`config.mk`:
```
export PLATFORM = sky130hd
export DESIGN_NAME = instruction_fetch_unit
export DESIGN_NICKNAME = d
export VERILOG_FILES = /design/src/rtl/instruction_fetch_unit.sv
export SDC_FILE = /design/constraint.sdc
export NUM_CORES = 1
export LEC_CHECK = 0
export ABC_AREA = 1
export ABC_CLOCK_PERIOD_IN_PS = 2000
export BUFFER_PORTS_ARGS = -buffer_cell sky130_fd_sc_hd__buf_2
export CAP_MARGIN = 20
export CORE_ASPECT_RATIO = 0.9
export CORE_MARGIN = 5
export CORE_UTILIZATION = 53
export DETAILED_ROUTE_END_ITERATION = 8
export PLACE_DENSITY_LB_ADDON = 0.12
export SYNTH_ARGS = -nofsm -noshare
export SYNTH_HDL_FRONTEND = slang
export SYNTH_SLANG_ARGS = --single-unit
```
`constraint.sdc`:
```
create_clock -name clka -period 2 [get_ports clka]
set_input_delay 0.4 -clock clka [delete_from_list [all_inputs] [get_ports clka]]
set_output_delay 0.4 -clock clka [all_outputs]
set_load 0.01 [all_outputs]
```
`src/rtl/instruction_fetch_unit.sv`:
```
// PC / fetch stage: drives the instruction memory address, captures the fetched word and selects the next PC.
// Optional return-address stack is enabled by defining IFU_RAS_EN.
module instruction_fetch_unit #(
  parameter int unsigned       ADDR_W    = 32,
  parameter int unsigned       DATA_W    = 32,
  parameter int unsigned       RAS_DEPTH = 4,
  parameter logic [ADDR_W-1:0] RESET_PC  = '0
) (
  input  logic              clka,
  input  logic              rst_n,
  input  logic              stall,
  input  logic              br_en,
  input  logic              call_en,
  input  logic              ret_en,
  input  logic [ADDR_W-1:0] br_target,
  input  logic [ADDR_W-1:0] ret_target,
  output logic [ADDR_W-1:0] addra,
  input  logic [DATA_W-1:0] douta,
  output logic [DATA_W-1:0] ir,
  output logic [ADDR_W-1:0] ir_pc,
  output logic              ir_valid,
  output logic              ras_ovf,
  output logic              ras_unf
);

  logic [ADDR_W-1:0] pc_q, pc_d;
  logic [DATA_W-1:0] ir_q, ir_d;
  logic [ADDR_W-1:0] ir_pc_q, ir_pc_d;
  logic              ir_valid_q, ir_valid_d;

  assign addra    = pc_q;
  assign ir       = ir_q;
  assign ir_pc    = ir_pc_q;
  assign ir_valid = ir_valid_q;

`ifdef IFU_RAS_EN
  localparam int unsigned       PTR_W    = (RAS_DEPTH > 1) ? $clog2(RAS_DEPTH) : 1;
  localparam int unsigned       CNT_W    = $clog2(RAS_DEPTH + 1);
  localparam logic [CNT_W-1:0]  CNT_FULL = CNT_W'(RAS_DEPTH);

  logic [ADDR_W-1:0] ras_q [RAS_DEPTH];
  logic [PTR_W-1:0]  ptr_q, ptr_d;
  logic [CNT_W-1:0]  cnt_q, cnt_d;
  logic              ovf_q, ovf_d;
  logic              unf_q, unf_d;
  logic              push_c;
  logic              unused_ret_target;

  assign ras_ovf           = ovf_q;
  assign ras_unf           = unf_q;
  assign unused_ret_target = ^ret_target;
`else
  assign ras_ovf = 1'b0;
  assign ras_unf = 1'b0;
`endif

  // Next-PC selection: ret > call > br, any redirect overrides stall
  always_comb begin
    pc_d       = pc_q;
    ir_d       = ir_q;
    ir_pc_d    = ir_pc_q;
    ir_valid_d = ir_valid_q;
`ifdef IFU_RAS_EN
    ptr_d  = ptr_q;
    cnt_d  = cnt_q;
    ovf_d  = ovf_q;
    unf_d  = unf_q;
    push_c = 1'b0;
`endif
    if (ret_en) begin
      ir_valid_d = 1'b0;
`ifdef IFU_RAS_EN
      if (cnt_q == '0) begin
        pc_d  = RESET_PC;
        unf_d = 1'b1;
      end else begin
        pc_d  = ras_q[ptr_q];
        ptr_d = ptr_q - PTR_W'(1);
        cnt_d = cnt_q - CNT_W'(1);
      end
`else
      pc_d = ret_target;
`endif
    end else if (call_en) begin
      pc_d       = br_target;
      ir_valid_d = 1'b0;
`ifdef IFU_RAS_EN
      // Circular push: when full, the slot after top is the oldest entry
      push_c = 1'b1;
      ptr_d  = ptr_q + PTR_W'(1);
      if (cnt_q == CNT_FULL) begin
        ovf_d = 1'b1;
      end else begin
        cnt_d = cnt_q + CNT_W'(1);
      end
`endif
    end else if (br_en) begin
      pc_d       = br_target;
      ir_valid_d = 1'b0;
    end else if (!stall) begin
      pc_d       = pc_q + ADDR_W'(1);
      ir_d       = douta;
      ir_pc_d    = pc_q;
      ir_valid_d = 1'b1;
    end
  end

  always_ff @(posedge clka or negedge rst_n) begin
    if (!rst_n) begin
      pc_q       <= RESET_PC;
      ir_q       <= '0;
      ir_pc_q    <= '0;
      ir_valid_q <= 1'b0;
    end else begin
      pc_q       <= pc_d;
      ir_q       <= ir_d;
      ir_pc_q    <= ir_pc_d;
      ir_valid_q <= ir_valid_d;
    end
  end

`ifdef IFU_RAS_EN
  always_ff @(posedge clka or negedge rst_n) begin
    if (!rst_n) begin
      ptr_q <= '0;
      cnt_q <= '0;
      ovf_q <= 1'b0;
      unf_q <= 1'b0;
      for (int i = 0; i < int'(RAS_DEPTH); i++) begin
        ras_q[i] <= '0;
      end
    end else begin
      ptr_q <= ptr_d;
      cnt_q <= cnt_d;
      ovf_q <= ovf_d;
      unf_q <= unf_d;
      if (push_c) begin
        ras_q[ptr_d] <= ir_pc_q + ADDR_W'(1);
      end
    end
  end
`endif

endmodule

```
==> impl_summary.log <==
INFO  metric diodes = 0
INFO  metric clk_pin_slew = 0.11 ns
INFO  metric post_synth_main_area_contributors = dfrtp_1, nand2_1, mux2_2
INFO  metric worst_reg_to_reg_cells = 9
INFO  metric critical_path.reg2reg.endpoint = addra[24]$_DFFE_PN0P_
INFO  metric worstSetupStartpointType = flip-flop
INFO  metric first_global_vias = 5183
INFO  metric globalRouteOverflowTotal = 0
INFO  metric floorplan.die.height = 104 um
INFO  metric timing.setup.critical_path_class = reg2reg
INFO  metric worst_ep_arrival_time = 2.07 ns
INFO  metric synth.yosys.seq_area_share = 46.9%
INFO  metric die_area = 11800 um^2
INFO  metric die_width = 114 um
INFO  metric pwr_density_cell = 825 nW/um^2
INFO  metric max_freq = 565 MHz
INFO  metric grt_setup_unrepaired = no
INFO  metric timing_hold_violations_final = 0
INFO  metric drive_above_1_share = 33.5%
INFO  metric count_of_cell_types_in_the_netlist = 28
INFO  metric clockRootBuffer = clkbuf_8
INFO  metric syn-instance-count = 649
INFO  metric power.ir.vdd_worst = 435 uV
INFO  metric placeableCoreArea = 9610 um^2
INFO  metric leakagePower = 3.43 nW
INFO  metric detail_route.wirelength = 16900 um
INFO  metric grt_first_pass_wirelength = 27100 um
INFO  metric finalPower = 0.00541 W
INFO  metric worst_pin_slew = 0.510 ns
INFO  metric post_synth_instance_area = 5170 um^2
INFO  metric numPortBuffers = 198
INFO  metric synth-edff-count = 0
INFO  metric final_net_count = 945
INFO  metric clock_period_minus_final_worst_setup_slack = 1.77 ns
INFO  metric insertion_delay = 0.38 ns
INFO  metric worst-r2r-setup-slack = 0.23 ns
INFO  metric synthMostInstantiatedCell = nand2_1
INFO  metric timing.final.setup_violations = 0
INFO  metric detail_route.drc_violations = 0
INFO  metric synth_top_area_cell = dfrtp_1
INFO  metric timing.critical_path.required = 2.30 ns
INFO  metric gp_congestion = 0.925
INFO  metric min_path_type = in2reg
INFO  metric layout-area-overhead-vs-synth = 26.8%
INFO  metric grt_start_max_net_pins = 51
INFO  metric vias = 5216
INFO  metric detailedPlacementHpwl = 13300 um
INFO  metric avgSynthCellArea = 7.97 um^2
INFO  metric setup.worst_path.end_class = flip-flop
INFO  metric global_route.usage.total = 28.9%
INFO  metric synth-seq-cells = 97
INFO  metric cts.sinks = 97
INFO  metric timing.final.crit_share = 88.6%
INFO  metric cts_tree = built
INFO  metric setup_total_negative_slack = 0 ns
INFO  metric detail_route.wl_per_cell = 17.4 um
INFO  metric drt_pass1_iterations = 5
INFO  metric cp_max_fo = 7
INFO  metric vias_per_cell = 5.36
INFO  metric synthFlopType = dfrtp_1
INFO  metric synth.top_cell.area_share = 46.9%
INFO  metric post-cts-setup-buffer-count = 0
INFO  metric r2r_start = addra[0]$_DFFE_PN0P_
INFO  metric timing.max_cap.violations = 0
INFO  metric worst_hold_path.num_cells = 2
INFO  metric clock_tree.buffer_depth = 2
INFO  metric synth-async-reset-ratio = 100%
INFO  metric min_to = ir[30]$_DFFE_PN0P_
INFO  metric maxSlewHeadroom = 66.0%
INFO  metric fp-row-count = 34
INFO  metric finalMaxSlewViolations = 0
INFO  metric numCtsBuffers = 9
INFO  metric ioPinCount = 201
INFO  metric grt_antenna_before_repair = 0
INFO  metric synth-warning-count = 0
INFO  metric h-tree-depth = 3
INFO  metric final_ant_viol_nets = 0
INFO  metric floorplan.initialDensity = 53.8%
INFO  metric first_iter_violations = 400
INFO  metric finalClockSkew = 0.0219 ns
INFO  metric worst_hold_startpoint = douta[30]
INFO  metric post_synth_most_frequent_cells = nand2_1, dfrtp_1, nor2_1
INFO  metric run_status = finished clean
[repair_timing]
| item | in CTS | in global routing |
|---|---|---|
| hold endpoints to repair | 22 | 0 |
| resized for setup | 0 | 0 |
| hold buffers | 1 | 0 |
| setup endpoints to repair | 0 | 0 |
[layer usage]
metal  GRT usage, %  share of wire [%]  wire length [um]  vias to the layer above
met5              0                  0                 0                        -
met4           5.94                1.4               228                        0
met3           6.30                9.2              1560                       20
met2           44.3                 45              7610                      253
met1           42.3                 44              7490                     2452
li1               -                  -                 -                     2491
[cell usage in the layout (no fill, tap or decap), drive strengths merged]
cell         instances
conb                 2
mux2                32
clkinv               4
dfrtp               97
bufinv               1
inv                 48
nand2              185
xor2                 4
or2                  1
a21oi               50
nor2                95
a22oi               13
o21ai               52
clkbuf              10
dlygate4sd3          1
nand3               37
buf                210
o211ai               4
ha                   1
[registers in the layout, indices dropped and copies added (netlist names)]
name / flops
ir_pc: 32
ir_valid: 1
ir: 32
addra: 32
[metrics by stage]
step	hold slack [ns]	instances	cell area [um^2]	worst slack [ns]	utilization, %
finish	0.250	973	6560	0.229	68.2
global route	0.244	973	6560	0.131	68.2
CTS	0.239	973	6560	0.246	68.2
detailed placement	0.403	956	6330	0.288	65.8
global placement	0.398	956	6330	0.317	65.8
floorplan	0.104	650	5180	0.539	-
[cell type report]
class                           instances  area [um^2]
Tap cell                              126          158
Fill cell                             825         3060
Clock inverter                          6         81.3
Multi-Input combinational cell        476         2430
Inverter                               47          176
Clock buffer                           10          138
Timing Repair Buffer                  211         1140
Sequential cell                        97         2430
[power by group]
| group | total, W | internal (W) | switching (W) |
|---|---|---|---|
| logic | 0.00143 | 0.000619 | 0.000813 |
| registers | 0.00258 | 0.00231 | 0.000268 |
| clock network | 0.00140 | 0.000637 | 0.000763 |
| total | 0.00541 | 0.00356 | 0.00184 |
[how the worst max path moves through the flow]
stage | startpoint | endpoint | slack (ns) | cells after the start
after floorplan | addra[1]$_DFFE_PN0P_ | addra[30]$_DFFE_PN0P_ | 0.54 | 10
after global placement | addra[0]$_DFFE_PN0P_ | addra[24]$_DFFE_PN0P_ | 0.32 | 10
after detailed placement | addra[0]$_DFFE_PN0P_ | addra[24]$_DFFE_PN0P_ | 0.29 | 10
after CTS | addra[0]$_DFFE_PN0P_ | addra[24]$_DFFE_PN0P_ | 0.25 | 9
after global routing | addra[1]$_DFFE_PN0P_ | addra[24]$_DFFE_PN0P_ | 0.13 | 9
final | addra[0]$_DFFE_PN0P_ | addra[24]$_DFFE_PN0P_ | 0.23 | 9
[critical path, stage by stage, from the launching register on]
cell	delay, ns
dfrtp_1	0.44
ha_1	0.23
nand2_2	0.11
nor2_8	0.20
nand2_1	0.19
inv_1	0.16
nand3_1	0.09
nand3_1	0.10
nand2_1	0.06
a21oi_1	0.11
[logic make-up after synthesis]
family	synth area share [%]
muxes	6.97
buffers and inverters	6.24
xor gates and xnor gates	0.677
DFF	46.9
and+or+nand+nor	26.4
other	0.0725
adders and majority gates	0.242
AOI/OAI and AO/OA	12.5
Note: power is estimated with default switching activity, not from simulation.
